===== src/rtl/urv_dm_wb_bridge.sv =====
// uRV data-memory to Wishbone B4 pipelined single-beat master bridge.
// Optional bus timeout is enabled by defining URV_DM_TIMEOUT_EN.
module urv_dm_wb_bridge #(
  parameter int g_timeout    = 255,
  parameter int g_addr_width = 32
) (
  input  logic        clk_i,
  input  logic        rst_i,
  input  logic [31:0] dm_addr_i,
  input  logic [31:0] dm_data_s_i,
  input  logic [3:0]  dm_data_select_i,
  input  logic        dm_load_i,
  input  logic        dm_store_i,
  output logic        dm_ready_o,
  output logic [31:0] dm_data_l_o,
  output logic        dm_load_done_o,
  output logic        dm_store_done_o,
  output logic        dm_bus_err_o,
  output logic        wb_cyc_o,
  output logic        wb_stb_o,
  output logic        wb_we_o,
  output logic [31:0] wb_adr_o,
  output logic [3:0]  wb_sel_o,
  output logic [31:0] wb_dat_o,
  input  logic [31:0] wb_dat_i,
  input  logic        wb_ack_i,
  input  logic        wb_err_i,
  input  logic        wb_stall_i
);

  typedef enum logic [1:0] {IDLE, ISSUE, WAIT, DONE} state_t;

  // Word-aligned, zero-extended address window of g_addr_width bits
  localparam logic [63:0] ADDR_MASK_FULL = (64'd1 << g_addr_width) - 64'd1;
  localparam logic [31:0] ADDR_MASK      = ADDR_MASK_FULL[31:0] & 32'hFFFF_FFFC;

  state_t      state_q, state_d;
  logic        we_q, err_q, cyc_q, stb_q;
  logic [31:0] adr_q, dat_q, rdat_q;
  logic [3:0]  sel_q;
  logic        take, bus_end, tmo_hit;

  assign dm_ready_o = (state_q == IDLE) || (state_q == DONE);
  assign take       = dm_ready_o && (dm_load_i || dm_store_i);
  assign bus_end    = ((state_q == WAIT) || ((state_q == ISSUE) && !wb_stall_i)) &&
                      (wb_ack_i || wb_err_i);

`ifdef URV_DM_TIMEOUT_EN
  localparam logic [15:0] TMO_LAST = 16'(g_timeout - 1);
  logic [15:0] tmo_cnt_q;

  always_ff @(posedge clk_i or negedge rst_i) begin
    if (!rst_i) begin
      tmo_cnt_q <= 16'd0;
    end else if (take) begin
      tmo_cnt_q <= 16'd0;
    end else if ((state_q == ISSUE) || (state_q == WAIT)) begin
      tmo_cnt_q <= tmo_cnt_q + 16'd1;
    end
  end

  // A response in the final counted cycle still wins over the timeout
  assign tmo_hit = ((state_q == ISSUE) || (state_q == WAIT)) && !bus_end &&
                   (tmo_cnt_q == TMO_LAST);
`else
  assign tmo_hit = 1'b0;
`endif

  always_comb begin
    state_d = state_q;
    case (state_q)
      IDLE, DONE: state_d = take ? ISSUE : IDLE;
      ISSUE: begin
        if (bus_end || tmo_hit) state_d = DONE;
        else if (!wb_stall_i)   state_d = WAIT;
      end
      WAIT: begin
        if (bus_end || tmo_hit) state_d = DONE;
      end
      default: state_d = IDLE;
    endcase
  end

  // Load wins when both request pulses coincide
  always_ff @(posedge clk_i or negedge rst_i) begin
    if (!rst_i) begin
      state_q <= IDLE;
      cyc_q   <= 1'b0;
      stb_q   <= 1'b0;
      we_q    <= 1'b0;
      err_q   <= 1'b0;
      adr_q   <= 32'd0;
      dat_q   <= 32'd0;
      sel_q   <= 4'd0;
      rdat_q  <= 32'd0;
    end else begin
      state_q <= state_d;
      cyc_q   <= (state_d == ISSUE) || (state_d == WAIT);
      stb_q   <= (state_d == ISSUE);
      if (take) begin
        adr_q <= dm_addr_i & ADDR_MASK;
        dat_q <= dm_data_s_i;
        we_q  <= dm_store_i && !dm_load_i;
        sel_q <= dm_load_i ? 4'hF : dm_data_select_i;
      end
      if (bus_end) begin
        err_q  <= wb_err_i;
        rdat_q <= wb_err_i ? 32'd0 : wb_dat_i;
      end else if (tmo_hit) begin
        err_q  <= 1'b1;
        rdat_q <= 32'd0;
      end
    end
  end

  assign wb_cyc_o        = cyc_q;
  assign wb_stb_o        = stb_q;
  assign wb_we_o         = we_q;
  assign wb_adr_o        = adr_q;
  assign wb_sel_o        = sel_q;
  assign wb_dat_o        = dat_q;
  assign dm_data_l_o     = rdat_q;
  assign dm_load_done_o  = (state_q == DONE) && !we_q;
  assign dm_store_done_o = (state_q == DONE) && we_q;
  assign dm_bus_err_o    = (state_q == DONE) && err_q;

endmodule

===== config.mk =====
export PLATFORM = sky130hd
export DESIGN_NAME = urv_dm_wb_bridge
export DESIGN_NICKNAME = d
export VERILOG_FILES = /design/src/rtl/urv_dm_wb_bridge.sv
export SDC_FILE = /design/constraint.sdc
export NUM_CORES = 1
export LEC_CHECK = 0
export ABC_AREA = 1
export BUFFER_PORTS_ARGS = -buffer_cell sky130_fd_sc_hd__buf_2
export CAP_MARGIN = 5
export CORE_MARGIN = 1.5
export CORE_UTILIZATION = 41
export DETAILED_ROUTE_END_ITERATION = 16
export GPL_TIMING_DRIVEN = 0
export HOLD_SLACK_MARGIN = 0.08
export PLACE_DENSITY_LB_ADDON = 0.3
export SLEW_MARGIN = 20
export SYNTH_ARGS = -nofsm -noshare
export SYNTH_HDL_FRONTEND = slang
export SYNTH_SLANG_ARGS = --single-unit

===== constraint.sdc =====
create_clock -name clk_i -period 1.5 [get_ports clk_i]
set_clock_uncertainty 0.05 [all_clocks]
set_input_delay 0.3 -clock clk_i [delete_from_list [all_inputs] [get_ports clk_i]]
set_output_delay 0.3 -clock clk_i [all_outputs]
set_load 0.1 [all_outputs]

# Word level (Yosys, flattened, before mapping)
# Cells that the tools add are included.
[word_totals]
reg_bits = 104
latchBits = 0
ramBits = 0
mem_bits_ro = 0
out_inout_bits = 107
elab_cells = 38
mem_count = 0
[classes]
n_addsub = 0
n_mul = 0
div = 0
n_lt_le_gt_ge = 0
eq_ne = 5
shifts = 0
n_mux = 7
bitwise_logic = 0
reduce_logical = 17
[ops]
columns = ["cell", "count"]
rows = [
  ["32-bit 2-to-1 mux", 1],
  ["1-bit logical AND", 7],
  ["2-bit == test, second input constant", 3],
  ["2-bit 2-to-1 mux", 3],
  ["2-bit one-hot mux with 3 select lines", 1],
  ["1-bit logical OR", 5],
  ["2-bit by 1-bit == test with 1-bit output, second input constant", 2],
  ["4-bit 2-to-1 mux", 1],
  ["1-bit zero test", 3],
  ["2-bit zero test", 1],
  ["2-bit OR reduction", 1],
  ["1-bit 2-to-1 mux", 1],
]

# Depth between registers and ports, before layout
[depth]
word_depth = 8
ltp_mapped = 11
mapped_depth_nobuf = 11

# Worst setup path after synthesis
# No wires, ideal clock.
[synth_timing]
kind = "register to output"
from = "register we_q (netlist: wb_we_o)"
to = "output dm_load_done_o"
arrival_ns = 2.164
required_ns = 1.150
path_slack_ns = -1.014
stages_incl_launch_ff = 2
n_path_buf = 0
path_cell_list = "dfrtp_1 > nor2_1"
[synth_via]
elab_chain_len = 2
[synth_rtl]
columns = ["item", "line", "source"]
rows = [
  ["start: declaration", "38", "logic we_q, err_q, cyc_q, stb_q;"],
  ["start signal: assignment", "103", "we_q <= dm_store_i && !dm_load_i;"],
  ["1-bit zero test", "123", "assign dm_load_done_o = (state_q == DONE) && !we_q;"],
  ["1-bit logical AND", "123", ""],
  ["end: declaration", "16", "output logic dm_load_done_o,"],
]
# Every way passes these cells.

# Worst setup path in the final report
[layout_timing]
from = "register state_q[1]"
to = "register adr_q[16] (netlist: wb_adr_o[16])"
[layout_via]
elab_chain_len = 3
elab_cells_between_ends = 4
classes_between = "1 x eq/ne; 3 x reduce/logical"
[layout_rtl]
columns = ["item", "line", "source"]
rows = [
  ["start: declaration", "37", "state_t state_q, state_d;"],
  ["start signal: assignment", "97", "state_q <= state_d;"],
  ["2-bit == test or 2-bit zero test (tied branches)", "43", "assign dm_ready_o = (state_q == IDLE) || (state_q == DONE);"],
  ["1-bit logical OR *", "43", ""],
  ["1-bit logical AND *", "44", "assign take = dm_ready_o && (dm_load_i || dm_store_i);"],
  ["end signal: assignment", "101", "adr_q <= dm_addr_i & ADDR_MASK;"],
  ["end: declaration", "39", "logic [31:0] adr_q, dat_q, rdat_q;"],
]
# Every way passes the cells marked *; elsewhere a longest branch is shown, timed or not.
# A chain may end at the register's enable or synchronous reset.

==> results by group <==
Detailed routing
  – Residual DRC: 0
  – Number of nets with antenna violations after routing: 0
  – Total number of vias: 4145
  – Final routed wire length divided by cell count: 15.1 um
  – First-pass iteration count of the detailed router: 4
  – Total routed wirelength: 13.2 mm
  – Iteration-0 DRC count of the detailed router: 235
  – Vias per inst: 4.74

Floorplan
  – Starting density of the core: 42.8%
  – Number of top-level pins: 214
  – Die X: 104 um
  – Area enclosed by the die boundary: 10900 um^2
  – Core area: 9860 um^2
  – Vertical extent of the die: 104 um
  – Number of placement rows: 36

Clocking
  – # clock sinks: 104
  – Maximum level of the CTS H-tree: 3
  – Clock tree root buffer cell: sky130_fd_sc_hd__clkbuf_8
  – Clock transition time at the flip-flop clock pins of the worst setup and hold paths: 110 ps
  – Clock latency at the later pin of the worst-skew pair: 350 ps
  – CTS tree: built
  – Max Root-Sink Buffers: 2
  – Number of buffers created by CTS: 9

Cells and area
  – Growth of design area from synthesis to finish: 66.6%
  – Design area: 7040 um^2
  – Total of fill cells in the finished design: 707
  – Final standard cell utilization of the core: 71.3%
  – Number of nets in the layout: 848
  – Antenna diodes: 0
  – Layout cells sized above 1: 50.5%

Synthesis
  – Fraction of the yosys area taken by sequential cells: 61.6%
  – Most repeated cell in the gate-level netlist after synthesis: sky130_fd_sc_hd__nand2_1
  – Cell count after synthesis: 469
  – Most instantiated cells after synthesis: sky130_fd_sc_hd__nand2_1, sky130_fd_sc_hd__dfrtp_1, sky130_fd_sc_hd__o21ai_0
  – Number of enable flip-flop cells after synthesis: 0
  – Largest cells by area after synthesis: sky130_fd_sc_hd__dfrtp_1, sky130_fd_sc_hd__nand2_1, sky130_fd_sc_hd__o21ai_0
  – Synthesis Warnings: 0
  – Fraction of registers with async set/reset: 100%
  – Average instance area after synthesis: 9.00 um^2
  – Area share of the largest cell type after synthesis: 61.6%
  – Distinct cell type count of the synthesized netlist: 18
  – Cell area after synthesis: 4220 um^2
  – Flip-flop and latch count after synthesis: 104
  – Synth Flop Type: sky130_fd_sc_hd__dfrtp_1
  – Area leader, netlist: sky130_fd_sc_hd__dfrtp_1

Setup path
  – Flop-to-flop setup slack: -240 ps
  – Arrival time at the worst endpoint: 1920 ps
  – Required time of the critical path: 1680 ps
  – Setup crit start kind: flip-flop
  – Type of the worst setup path: reg2reg
  – Capturing element type of the critical path: flip-flop
  – R2R cell count: 9
  – First element of the critical path: state_q[1]$_DFF_PN0_
  – Crit Path Max Fanout: 9
  – RR Endpoint: wb_adr_o[16]$_DFFE_PN0P_
  – R2r startpoint: state_q[1]$_DFF_PN0_

Run status
  – Failing checks: setup timing
  – Outcome: finished with violations

Min path
  – Launch point of the worst hold path: dm_addr_i[4]
  – Count of cells along the worst hold path: 3
  – End of the worst hold path: wb_adr_o[4]$_DFFE_PN0P_
  – Path class of the lowest-slack min-delay path: in2reg

Global routing
  – Vias in the first global route: 4110
  – Overflow after GRT: 0
  – Initial antenna violation count: 0
  – Wire length of the first global-routing pass: 20.0 mm
  – Pin count of the biggest net entering global routing: 61
  – Global-route total usage across every layer: 22.8%

Placement
  – Routability Congestion: 0.803
  – Placed inst area: 5550 um^2
  – Number of port buffers: 209
  – Hpwl dp: 8.14 mm

Timing
  – Final slew viol count: 0
  – Post-route setup slack: -245 ps
  – Unrepaired setup endpoints after global routing: true
  – Hold violation count in the final report: 0
  – Final setup viols: 104
  – Tcrit/Tclk final: 116%
  – Shortest clock period the worst path allows after layout: 1740 ps
  – F_max: 573 MHz

Job
  – Number of max-capacitance violations reported: 0
[worst max-delay path, cell delays in order, from the launching register on]
cell and delay [ps]:
sky130_fd_sc_hd__dfrtp_2 480, sky130_fd_sc_hd__ha_4 330, sky130_fd_sc_hd__buf_12 130, sky130_fd_sc_hd__nand2_8 60, sky130_fd_sc_hd__nand2_8 100, sky130_fd_sc_hd__inv_8 40, sky130_fd_sc_hd__buf_12 140, sky130_fd_sc_hd__clkbuf_16 160
sky130_fd_sc_hd__nand2_2 50, sky130_fd_sc_hd__nand2_1 70
[cell type report]
| class | count | area [um^2] | area share, % |
|---|---|---|---|
| multi-input cells | 325 | 1700 | 24.2 |
| well taps | 133 | 166 | 2.36 |
| clock inverters | 5 | 33.8 | 0.480 |
| plain buffers | 25 | 317 | 4.50 |
| flip-flops and latches | 104 | 2610 | 37.1 |
| inverters | 15 | 71.3 | 1.01 |
| repair buffers | 256 | 2000 | 28.5 |
| clock buffers | 11 | 131 | 1.87 |
[what timing repair did]
item | CTS | global route
gates resized for setup | 140 | 135
hold buffers | 17 | 0
setup endpoints to repair | 171 | 123
buffers inserted | 9 | 8
cloned | 6 | 6
pin swaps | 3 | 12
hold endpoints to repair | 60 | 0
[metal layers]
layer  vias to the layer above  wire (um)  GRT usage [%]  share of wire [%]
met5                         -          0              0                  0
met2                       183       7040           39.8                 53
met4                         0        172           5.95                1.3
met1                      1986       5180           28.0                 39
met3                        14        822           5.64                6.2
li1                       1962          -              -                  -
[how the worst max path moves through the flow]
| stage | endpoint | slack [ps] |
|---|---|---|
| final | wb_adr_o[16]$_DFFE_PN0P_ | -240 |
| after detailed placement | dm_data_l_o[18]$_DFFE_PN0N_ | -250 |
| after floorplan | wb_adr_o[10]$_DFFE_PN0P_ | -190 |
| after global placement | wb_we_o$_DFFE_PN0P_ | -1350 |
| after global routing | wb_adr_o[16]$_DFFE_PN0P_ | -290 |
| after CTS | dm_bus_err_o | -240 |
[state kept, by name, summed over array words and instances (netlist names)]
signal,count
wb_we_o,1
wb_dat_o,32
wb_cyc_o,1
state_q,2
wb_sel_o,4
err_q,1
dm_data_l_o,32
wb_stb_o,1
wb_adr_o,30
[placed cells by master (no fill, tap or decap)]
| cell type | n |
|---|---|
| sky130_fd_sc_hd__nand2_4 | 11 |
| sky130_fd_sc_hd__buf_8 | 13 |
| sky130_fd_sc_hd__clkinv_2 | 2 |
| sky130_fd_sc_hd__inv_2 | 6 |
| sky130_fd_sc_hd__nor2_1 | 1 |
| sky130_fd_sc_hd__dfrtp_2 | 2 |
| sky130_fd_sc_hd__clkbuf_8 | 9 |
| sky130_fd_sc_hd__clkinv_4 | 1 |
| sky130_fd_sc_hd__a21oi_1 | 1 |
| sky130_fd_sc_hd__ha_2 | 1 |
| sky130_fd_sc_hd__or2_4 | 1 |
| sky130_fd_sc_hd__conb_1 | 2 |
| sky130_fd_sc_hd__clkbuf_4 | 18 |
| sky130_fd_sc_hd__inv_8 | 1 |
| sky130_fd_sc_hd__dlygate4sd3_1 | 17 |
| sky130_fd_sc_hd__clkinvlp_4 | 4 |
| sky130_fd_sc_hd__clkbuf_16 | 6 |
| sky130_fd_sc_hd__ha_4 | 4 |
| sky130_fd_sc_hd__clkbuf_1 | 5 |
| sky130_fd_sc_hd__nor2_4 | 1 |
| sky130_fd_sc_hd__nand2_2 | 53 |
| sky130_fd_sc_hd__buf_6 | 10 |
| sky130_fd_sc_hd__inv_1 | 6 |
| sky130_fd_sc_hd__nand3_2 | 1 |
| sky130_fd_sc_hd__buf_4 | 97 |
| sky130_fd_sc_hd__buf_16 | 3 |
| sky130_fd_sc_hd__o21ai_2 | 11 |
| sky130_fd_sc_hd__nand2_1 | 206 |
| sky130_fd_sc_hd__buf_2 | 103 |
| sky130_fd_sc_hd__buf_12 | 11 |
| sky130_fd_sc_hd__nand3_4 | 1 |
| sky130_fd_sc_hd__dfrtp_1 | 101 |
| sky130_fd_sc_hd__o21ai_1 | 17 |
| sky130_fd_sc_hd__nand3_1 | 1 |
| sky130_fd_sc_hd__o21ai_0 | 10 |
| sky130_fd_sc_hd__nand2_8 | 3 |
| sky130_fd_sc_hd__dfrtp_4 | 1 |
[metrics by stage]
stage / setup slack [ps] / setup TNS, ps / hold WS (ps) / std cells
4_1_cts: -236 / -7780 / 80.1 / 861
3_3_place_gp: -1350 / -111190 / 400 / 812
3_5_place_dp: -247 / -9050 / 207 / 813
2_1_floorplan: -191 / -10130 / -45.6 / 470
6_report: -245 / -16920 / 100 / 874
5_1_grt: -292 / -23040 / 80.6 / 874
[cells by family (layout without fill, tap and decap cells)]
kind of cell | Yosys count | after routing | share of synthesized area (%)
AND/OR/NAND/NOR | 279 | 279 | 25.1
adder cells (fa/ha/maj) | 5 | 5 | 1.48
other | 1 | 2 | 0.0888
buffers and inverters | 41 | 312 | 6.22
AO/OA/AOI/OAI | 39 | 39 | 5.51
flip-flops | 104 | 104 | 61.6
Power is not shown: default switching activity piles up to over one toggle a cycle in this logic, so the estimate is an artifact.
